### config.mk
export PLATFORM = sky130hd
export DESIGN_NAME = mac_seq_ctrl
export DESIGN_NICKNAME = d
export VERILOG_FILES = /design/src/rtl/mac_seq_ctrl.sv
export SDC_FILE = /design/constraint.sdc
export NUM_CORES = 1
export LEC_CHECK = 0
export CORE_MARGIN = 1.5
export CORE_UTILIZATION = 49
export DETAILED_ROUTE_END_ITERATION = 8
export GPL_TIMING_DRIVEN = 0
export PLACE_DENSITY = 0.71
export SYNTH_ARGS = -nofsm -noshare
export SYNTH_HDL_FRONTEND = slang
export SYNTH_SLANG_ARGS = --single-unit
### constraint.sdc
create_clock -name clk -period 7.6 [get_ports clk]
set_input_delay 1.52 -clock clk [delete_from_list [all_inputs] [get_ports clk]]
set_output_delay 1.52 -clock clk [all_outputs]
set_load 0.01 [all_outputs]
### src/rtl/mac_seq_ctrl.sv
// Shift-and-add multiply-accumulate sequencer: one multiplier bit per cycle,
// products summed into a wide accumulator and returned on a valid/ready handshake.
module mac_seq_ctrl #(
   parameter int DATA_W = 8,
   parameter int ACC_W  = 20
) (
   input  logic              clk,
   input  logic              rst_n,
   input  logic              in_valid,
   output logic              in_ready,
   input  logic [DATA_W-1:0] in_a,
   input  logic [DATA_W-1:0] in_b,
   input  logic              in_clear,
   input  logic              in_last,
   output logic              out_valid,
   input  logic              out_ready,
   output logic [ACC_W-1:0]  out_acc,
   output logic              out_ovf,
   output logic              busy
);

   localparam int CNT_W  = (DATA_W > 1) ? $clog2(DATA_W) : 1;
   localparam int PROD_W = 2 * DATA_W;

   typedef enum logic [1:0] {
      IDLE = 2'd0,
      MUL  = 2'd1,
      ACC  = 2'd2,
      OUT  = 2'd3
   } state_t;

   state_t              r_state;
   logic [DATA_W-1:0]   r_a;
   logic [DATA_W-1:0]   r_b;
   logic                r_clear;
   logic                r_last;
   logic [PROD_W-1:0]   r_prod;
   logic [CNT_W-1:0]    r_cnt;
   logic [ACC_W-1:0]    r_acc;
   logic                r_ovf;
   logic                r_in_ready;
   logic                r_out_valid;
   logic                r_busy;

   logic [PROD_W-1:0]   w_addend;
   logic [PROD_W-1:0]   w_prod_next;
   logic [ACC_W-1:0]    w_acc_base;
   logic [ACC_W:0]      w_sum;
   logic                w_last_step;

   // Partial product: the multiplicand aligned to the current multiplier bit.
   assign w_addend    = r_b[r_cnt] ? ({{DATA_W{1'b0}}, r_a} << r_cnt) : '0;
   assign w_prod_next = r_prod + w_addend;
   assign w_last_step = (r_cnt == CNT_W'(DATA_W - 1));

   // Extra top bit of the sum is the carry out of the accumulator.
   assign w_acc_base  = r_clear ? '0 : r_acc;
   assign w_sum       = {1'b0, w_acc_base} + (ACC_W + 1)'(r_prod);

   always_ff @(posedge clk or negedge rst_n) begin
      if (!rst_n) begin
         r_state     <= IDLE;
         r_a         <= '0;
         r_b         <= '0;
         r_clear     <= 1'b0;
         r_last      <= 1'b0;
         r_prod      <= '0;
         r_cnt       <= '0;
         r_acc       <= '0;
         r_ovf       <= 1'b0;
         r_in_ready  <= 1'b1;
         r_out_valid <= 1'b0;
         r_busy      <= 1'b0;
      end else begin
         case (r_state)
            IDLE: begin
               if (in_valid && r_in_ready) begin
                  r_a        <= in_a;
                  r_b        <= in_b;
                  r_clear    <= in_clear;
                  r_last     <= in_last;
                  r_prod     <= '0;
                  r_cnt      <= '0;
                  r_state    <= MUL;
                  r_in_ready <= 1'b0;
                  r_busy     <= 1'b1;
               end
            end
            MUL: begin
               r_prod <= w_prod_next;
               r_cnt  <= r_cnt + CNT_W'(1);
               if (w_last_step) begin
                  r_state <= ACC;
               end
            end
            ACC: begin
               r_acc <= w_sum[ACC_W-1:0];
               r_ovf <= (r_clear ? 1'b0 : r_ovf) | w_sum[ACC_W];
               if (r_last) begin
                  r_state     <= OUT;
                  r_out_valid <= 1'b1;
               end else begin
                  r_state    <= IDLE;
                  r_in_ready <= 1'b1;
                  r_busy     <= 1'b0;
               end
            end
            OUT: begin
               if (out_ready) begin
                  r_acc       <= '0;
                  r_ovf       <= 1'b0;
                  r_state     <= IDLE;
                  r_out_valid <= 1'b0;
                  r_in_ready  <= 1'b1;
                  r_busy      <= 1'b0;
               end
            end
            default: begin
               r_state     <= IDLE;
               r_out_valid <= 1'b0;
               r_in_ready  <= 1'b1;
               r_busy      <= 1'b0;
            end
         endcase
      end
   end

   assign in_ready  = r_in_ready;
   assign out_valid = r_out_valid;
   assign out_acc   = r_acc;
   assign out_ovf   = r_ovf;
   assign busy      = r_busy;

endmodule

After elaboration in Yosys (flattened, before gate mapping):

Index checks and enable logic that the tools add are counted.
Widths: inputs -> output; s select.

* latch bits: 0
* memories: 0
* input bits: 22
* memory bits (read-only): 0
* output and inout port bits: 24
* RAM bits: 0
* logic and storage cells: 65
* flip-flop bits (word level): 63

* reduce and logical (&&, ||, !) cells: 11
* bitwise operators: 1
* shift-type cells: 1
* multiply operators: 0
* div/mod/pow operators: 0
* magnitude comparators: 1
* $add $sub $neg: 3
* multiplexer cells: 27
* equality and inequality tests: 9

Operators by type and width (count)
* $mux 20: 2
* $pmux 20 s2: 1
* $mux 16: 2
* $pmux 16 s2: 1
* $add 20x16->21: 1
* $add 16x16->16: 1
* $shl 8x3->16: 1
* $ne 2x2->1 const B: 5
* $mux 1: 9
* $mux 2: 4
* $pmux 2 s4: 1
* $pmux 1 s3: 2
* $pmux 3 s2: 1
* $reduce_and 2->1: 3
* $reduce_and 3->1: 2
* $eq 2x2->1 const B: 2
* $lt 3x4->1 const B: 1
* $pmux 1 s2: 2
* $reduce_and 4->1: 1
* $reduce_bool 2->1: 2
* $add 3x1->3 const B: 1
* $bmux 1 s3: 1
* $eq 3x3->1 const B: 1
* $mux 3: 1
* 5 further kinds: 5

Depth between registers and ports, before layout:

Gate-level depths: netlist of run 1.

* depth in word-level cells: 5
* mapped depth: 15
* gate-level depth less buffers: 14

Worst setup path after synthesis of run 1:

No wires, ideal clock.

* kind: register to register
* start: reg r_cnt[0]
* end: reg r_prod[14]
* data required time: 7466 ps
* cell stages (with the launch flop): 15
* path buffers: 2
* clock period less this slack: 3188 ps
* path slack: 4412 ps
* library setup time: 134 ps
* arrival: 3053 ps
* path through: dfrtp_1 -> buf_2 -> mux4_2 -> nand2b_1 -> and2_1 -> clkbuf_1 -> nor2_1 -> ha_1 -> a21o_1 -> nor3_1 -> a31o_2 -> nor3_1 -> a2111oi_1 -> xor2_1 -> o21ai_0

* word-level cells in the longest chain between the ends: 5
* elaborated cells between the ends (all ways): 6
* those cells by class: add/sub: 1; shift: 1; mux: 4

RTL lines
* from (decl): line 38 `logic [CNT_W-1:0] r_cnt;`
* from (signal assigned): line 91 `r_cnt <= r_cnt + CNT_W'(1);`
* $bmux 1 s3: line 52 `assign w_addend = r_b[r_cnt] ? ({{DATA_W{1'b0}}, r_a} << r_cnt) : '0;`
* $mux 1 (implied by the code): line 52
* $mux 16 *: line 52
* $add 16x16->16 *: line 53 `assign w_prod_next = r_prod + w_addend;`
* $pmux 16 s2 *: line 75 `case (r_state)`
* to (signal assigned): line 90 `r_prod <= w_prod_next;`
* to (decl): line 37 `logic [PROD_W-1:0] r_prod;`

Mark *: on every way between the ends. The rest lies on a longest branch, timed or not. The select of a mux whose other input is x is not followed.
A chain may end at the register's enable or synchronous reset.

Final worst setup path of run 1:

Ends and elaborated chain as after synthesis.

==> summary.txt, run 1 <==
Run status
  – Outcome: finished clean

Final layout
  – Syn-to-layout area delta: 17.3%
  – Final nets: approximately 650
  – Share of layout cells above drive strength 1: just over 6%
  – Diode count: 0
  – Design Area, Final: 5160 um^2
  – Final non-filler cell total: around 700
  – Final Util: a little under 60%

Placement
  – Gp weighted congestion: around 0.87
  – Placement Cell Area: 4980 um^2
  – Placed insts: ~690
  – Post-DP HPWL: approximately 8 mm
  – PortBufs: between 40 and 50

STA
  – Fin Setup TNS: 0 ns
  – Final min period: ~3.7 ns
  – Fin crit share: between 40% and 50%
  – RSZ-0062 raised after global routing: false
  – Final hold slack: ~0.47 ns
  – Hold Vio Cnt, Final: 0
  – # setup viols final: 0
  – Max-slew violation count: 0
  – FMAX: between 200 and 300 MHz
  – Worst-margin pin slew: between 0.7 and 0.8 ns
  – Max-slew headroom at the worst pin: between 40% and 50%
  – Clock Skew: ~0.0083 ns

Worst setup path
  – Slowest cell on crit path: mux4_2
  – Largest delay share family, worst path: compound AO/OA/AOI/OAI gates
  – Critical Path Source Type: flop
  – CP Buf/Inv Count: 2
  – CP peak stage delay: ~0.53 ns
  – Cell Chain, Critical Path: buf_2 > mux4_2 > nand2_1 > and2_1 > clkbuf_1 > nor2_1 > ha_1 > a21o_1 > nor3_1 > a31o_2 > nor3_1 > a2111oi_1 > xor2_1 > o21ai_0
  – CP dominant cell by count: nor3_1
  – Worst Path Max Fanout: 9
  – Worst Path Arrival: 3.87 ns
  – CP Class: flop to flop
  – CP endpoint kind: flop
  – CP Data Required Time: between 7 and 8 ns
  – CP Launch Point: r_cnt[0]$_DFFE_PN0P_
  – Critical register-to-register path startpoint: r_cnt[0]$_DFFE_PN0P_

Job
  – Maximum capacitance violations: 0

Detailed routing
  – Post-route ant nets: 0
  – Routed length per instance: approximately 15 um
  – Vias: 3894
  – First-pass DRT Iterations: 6
  – Vias per cell: 5.55
  – DRC: 0
  – Final wirelength: 10.6 mm
  – DRT iter0 DRCs: between 150 and 200

Pwr
  – Reg power frac: between 20 and 30%
  – Leakage: 2.37 nW
  – Power Dens Cells: around 420 nW/um^2
  – Maximum VDD drop: approximately 0.00013 V
  – Internal Power: 1.18 mW
  – Switch share: ~45%
  – Comb power frac: roughly three fifths
  – Sw power: roughly 1 mW
  – Clock network fraction of total power: 12.4%

Logic synthesis
  – Top cells by area, synth: dfrtp_1 (35%), nand2_1 (9.9%), ha_1 (9.4%), o21ai_0 (5.7%), a21oi_1 (3.6%)
  – Synth Net Count: 590
  – Seq cells post-synth: between 60 and 70
  – YS warnings: 0
  – Average cell area after synthesis: 8.26 um^2
  – Yosys top cell area share: around a third
  – Leading area contributor after synthesis: dfrtp_1
  – Cells after synthesis: 533
  – Sequential area share after synthesis: roughly 36%
  – Post-synth cell types: 54
  – Post-Syn Area: 4400 um^2
  – Post-synth EDFFs: 0
  – Post-synth ARST share: 100%
  – Ys flop type: dfrtp_1

Clock tree
  – Cts bufs inserted: 9
  – Clock Path Buffers: 2
  – CTS tree: yes
  – Number of H-tree levels: 3
  – Skew-Pair Late Insertion Delay: ~0.34 ns
  – Post-CTS setup repair buffer count: 0
  – PostCTS Resize Cnt: 0
  – Cts hold-fix bufs: 0
  – Clock transition at path regs: approximately 0.07 ns
  – Clock root buffer: clkbuf_8
  – CTS sink cnt: between 60 and 70

Floorplan
  – Chip Height: roughly 98 um
  – Initial Utilization: about half
  – # IOs: between 40 and 50
  – Die X: between 90 and 100 um
  – Core Area: a little under 9000 um^2
  – Row count: 34
  – Full die area: ~9600 um^2

Global route
  – GRT overflow: 0
  – All-Layer GR Usage: between 20% and 30%
  – Vias in the first global route: ~3900
  – Initial antenna violation count: 0
  – Pin count of the biggest net entering global routing: 64
  – First-pass GRT wire length: 18.3 mm

Hold path
  – Hold Crit Class: flop to flop
  – Hold_sp: r_b[7]$_DFFE_PN0P_
-- final timing paths --
path / endpoint / slack (ns) / cells after the start
worst max-delay path: r_prod[14]$_DFFE_PN0P_ / 3.94 / 14
worst min-delay path: r_b[7]$_DFFE_PN0P_ / 0.47 / 2
worst max register to register: r_prod[14]$_DFFE_PN0P_ / 3.94 / 14
worst min register to register: r_b[7]$_DFFE_PN0P_ / 0.47 / 2
max in group asynchronous: r_prod[3]$_DFFE_PN0P_ / 5.81 / 1
min in group asynchronous: out_acc[18]$_DFFE_PN0P_ / 1.24 / 1
-- cell usage after synthesis (4+ instances only) --
cell / instances
inv_1: 11
a21oi_1: 32
nor3_1: 7
nand2_1: 116
mux2i_1: 6
mux2_2: 4
nand3_1: 26
a21o_1: 10
ha_1: 33
clkbuf_1: 19
o21ai_0: 50
nor2b_1: 22
dfrtp_1: 62
nand2b_1: 8
xnor2_1: 12
nor2_1: 40
and2_1: 5
xor2_1: 15
-- sequential cells by signal (all words and copies together) (netlist names) --
register / count
busy: 1
in_ready: 1
out_acc: 20
out_ovf: 1
out_valid: 1
r_a: 8
r_b: 8
r_clear: 1
r_cnt: 3
r_last: 1
r_prod: 16
r_state: 2
-- routing by layer --
layer | share of wire, % | vias to the layer above | global-route usage, % | wire [um]
met5 | 0 | - | 0 | 0
met4 | 1.4 | 0 | 7.14 | 148
met3 | 4.2 | 12 | 4.51 | 449
met2 | 49 | 86 | 41.0 | 5160
met1 | 46 | 1829 | 30.6 | 4830
li1 | - | 1967 | - | -
-- placed cells by master, fill, tap and decap left out, types with 2 or more instances in the layout --
master,n
mux2_2,4
a21oi_1,32
o22ai_1,2
a21o_1,10
nand2_1,116
a31o_2,2
nor2b_1,22
nor2_1,40
mux4_2,2
o21bai_1,2
inv_1,11
a22o_1,3
fa_1,2
dfrtp_1,62
a32o_1,2
a31oi_1,3
clkinv_2,2
o31ai_1,3
nand2b_1,8
and3_2,2
clkdlybuf4s50_1,44
o211ai_1,3
nand4_1,3
and2_1,5
ha_1,33
nand3_1,26
o32a_1,2
xor2_1,15
o21ai_0,50
nor3_1,7
xnor2_1,12
clkbuf_8,12
clkbuf_1,21
and3_1,2
mux2i_1,6
-- logic make-up (layout without fill, tap and decap cells) --
logic type / after synthesis / after routing / share of synthesized area, %
xor+xnor: 27 / 27 / 5.37
flops: 63 / 63 / 35.9
fa+ha+maj: 35 / 35 / 10.3
simple gates: 237 / 237 / 24.3
mux: 12 / 12 / 3.41
buf+inv: 34 / 95 / 3.35
compound gates: 125 / 125 / 17.4
-- power by group through the flow --
stage	combinational [mW]	sequential (mW)	clock (mW)
floorplan	0.907	0.608	0
global placement	1.24	0.622	0
detailed placement	1.27	0.627	0
CTS	1.28	0.621	0.277
global route	1.44	0.644	0.293
finish	1.28	0.621	0.268
-- final cells by class --
class | instances | area [um^2]
Clock buffer | 13 | 159
Inverter | 11 | 41.3
Tap cell | 108 | 135
Multi-Input combinational cell | 436 | 2680
Timing Repair Buffer | 45 | 448
Buffer | 23 | 106
Sequential cell | 63 | 1580
Fill cell | 814 | 3560
Clock inverter | 3 | 17.5
-- worst register-to-register path, delay by kind of cell (launching register included) --
kind	cells	cell delay, ns
DFF	1	0.36
adders and majority gates	1	0.34
and+or+nand+nor	5	0.64
AOI/OAI and AO/OA	4	1.00
muxes	1	0.53
buffers and inverters	2	0.50
xor gates and xnor gates	1	0.17
-- metrics by stage --
stage | setup WS (ns) | total power, mW
floorplan | 4.41 | 1.51
global placement | 2.91 | 1.86
detailed placement | 4.00 | 1.89
global route | 3.56 | 2.38
CTS | 3.97 | 2.18
finish | 3.94 | 2.17
(Power assumes the default switching activity.)
==> run 2: changes to the inputs <==
- clock period: 7.6 -> 3.6 ns (I/O delays scaled with it)
==> summary.txt, run 2 (same netlist as run 1, synthesis figures left out) <==
Run status
  – Outcome: finished clean

Clock tree
  – Post-CTS setup repair buffer count: 0
  – CTS sink cnt: 63
  – Skew-Pair Late Insertion Delay: between 0.3 and 0.4 ns
  – Clock root buffer: clkbuf_8
  – Cts bufs inserted: 9
  – Cts hold-fix bufs: 0
  – Number of H-tree levels: 3
  – CTS tree: yes
  – Clock transition at path regs: about 0.07 ns
  – Clock Path Buffers: 2

Pwr
  – Internal Power: roughly 2.5 mW
  – Power Dens Cells: between 800 and 900 nW/um^2
  – Maximum VDD drop: approximately 0.00028 V
  – Clock network fraction of total power: between 10 and 15%
  – Switch share: around 45%
  – Leakage: about 2.4 nW
  – Comb power frac: between 50% and 60%
  – Reg power frac: 28.7%
  – Sw power: ~2.1 mW
  – Tot Pwr: 4.59 mW

Placement
  – PortBufs: between 40 and 50
  – Place WS: 0.00442 ns
  – Gp weighted congestion: between 0.8 and 0.9
  – Placed insts: 686
  – Post-DP HPWL: roughly 8.0 mm

Worst setup path
  – CP Buf/Inv Count: 3
  – Worst Path Arrival: around 3.6 ns
  – CP Data Required Time: approximately 3.9 ns
  – Slowest cell on crit path: clkbuf_1
  – CP endpoint kind: flop
  – Largest delay share family, worst path: buffers and inverters
  – Cell Chain, Critical Path: clkbuf_1 > clkbuf_1 > nor2b_1 > ha_1 > clkbuf_2 > nand2_1 > o21ai_0 > o22ai_1 > and2_1 > o21ai_0 > nand2_1 > o31ai_1
  – CP peak stage delay: about 0.5 ns
  – Worst Path Max Fanout: 10
  – Critical Path Source Type: flop
  – CP Class: flop to flop

STA
  – RSZ-0062 raised after global routing: false
  – Worst setup margin: 0.307 ns
  – Final min period: 3.29 ns
  – Max-slew violation count: 0
  – Worst-margin pin slew: between 0.7 and 0.8 ns
  – Fin crit share: about nine tenths
  – Max-slew headroom at the worst pin: about 47%
  – Clock Skew: around 0.0057 ns
  – Hold Vio Cnt, Final: 0
  – Fin Setup TNS: 0 ns
  – # setup viols final: 0
  – FMAX: roughly 300 MHz

Final layout
  – Max reg flops: 20
  – Commonest non-fill, non-tap cell in the layout: nand2_1
  – Syn-to-layout area delta: 17.5%
  – Final nets: between 600 and 700
  – Share of layout cells above drive strength 1: roughly 6.9%
  – Final non-filler cell total: 701
  – Diode count: 0
  – Most frequent cells in the layout: nand2_1 (115), dfrtp_1 (61), o21ai_0 (50), clkdlybuf4s50_1 (44), nor2_1 (40)

Global route
  – Initial antenna violation count: 0
  – First-pass GRT wire length: approximately 18 mm
  – Vias in the first global route: around 4000
  – Pin count of the biggest net entering global routing: 64
  – GRT overflow: 0
  – All-Layer GR Usage: 23.8%

Floorplan
  – Chip Height: between 90 and 100 um
  – # IOs: 46
  – Core Area: approximately 8700 um^2
  – Die X: around 98 um
  – Row count: 34
  – Initial Utilization: about half
  – Full die area: approximately 9600 um^2

Detailed routing
  – Final wirelength: between 10 and 15 mm
  – Vias per cell: 5.54
  – First-pass DRT Iterations: 4
  – Vias: between 3000 and 4000
  – Post-route ant nets: 0
  – DRC: 0
  – DRT iter0 DRCs: 221
  – Routed length per instance: around 15 um

Job
  – Maximum capacitance violations: 0

Hold path
  – Hold Crit Class: primary input to asynchronous set/reset pin
## run 2: final cells by class
cell class | instances | area [um^2]
Timing Repair Buffer | 45 | 448
Fill cell | 813 | 3550
Buffer | 22 | 106
Clock buffer | 13 | 159
Tap cell | 108 | 135
Clock inverter | 3 | 17.5
Sequential cell | 63 | 1580
Inverter | 11 | 41.3
Multi-Input combinational cell | 436 | 2690
## run 2: final timing paths
| path | cells after the start | from | slack, ns | endpoint |
|---|---|---|---|---|
| setup / recovery | 12 | r_clear$_DFFE_PN0P_ | 0.31 | out_ovf$_DFFE_PN0P_ |
| hold / removal | 1 | rst_n | 0.43 | out_acc[18]$_DFFE_PN0P_ |
| setup reg to reg | 12 | r_clear$_DFFE_PN0P_ | 0.31 | out_ovf$_DFFE_PN0P_ |
| hold reg to reg | 2 | r_b[7]$_DFFE_PN0P_ | 0.48 | r_b[7]$_DFFE_PN0P_ |
| max in group asynchronous | 1 | rst_n | 2.57 | r_cnt[1]$_DFFE_PN0P_ |
| min in group clk | 2 | r_b[7]$_DFFE_PN0P_ | 0.48 | r_b[7]$_DFFE_PN0P_ |
## run 2: per-stage QoR
stage          utilization, %  instance area [um^2]  hold WS, ns
2_1_floorplan               -                  4400        0.424
3_3_place_gp             57.2                  4990        0.454
3_5_place_dp             57.1                  4980        0.458
4_1_cts                  59.1                  5160        0.476
5_1_grt                  59.3                  5170        0.501
6_report                 59.3                  5170        0.432
## run 2: worst register-to-register path: cells and delay by family (launching register included)
family                     cells  cell delay (ns)
buffers and inverters          3             1.10
adders and majority gates      1             0.29
AOI/OAI and AO/OA              4             0.91
and+or+nand+nor                4             0.50
DFF                            1             0.41
## run 2: per-layer routing
layer	up-vias	global-route usage [%]	part of all wire [%]	wire, um
met5	-	0	0	0
met4	0	7.14	1.4	153
met3	14	4.51	3.5	370
met2	73	40.9	49	5140
met1	1828	30.6	46	4900
li1	1967	-	-	-
## run 2: power groups by stage
stage,Clock (mW),Combinational (mW),Sequential (mW)
after floorplan,0,1.91,1.28
after global placement,0,2.62,1.31
after detailed placement,0,2.67,1.32
after CTS,0.584,2.69,1.31
after global routing,0.619,3.05,1.36
final,0.569,2.71,1.32
## run 2: timing repair
item / CTS / global route
endpoints found under the setup margin: 1 / 1
gates resized for setup: 0 / 8
pin swaps: 0 / 0
hold endpoints to repair: 0 / 0
cloned: 0 / 0
==> run 3: changes to the inputs <==
- SLEW_MARGIN: not set -> 10
==> results of run 3 <==
Final layout, timing and power as in run 2 (identical DEF).
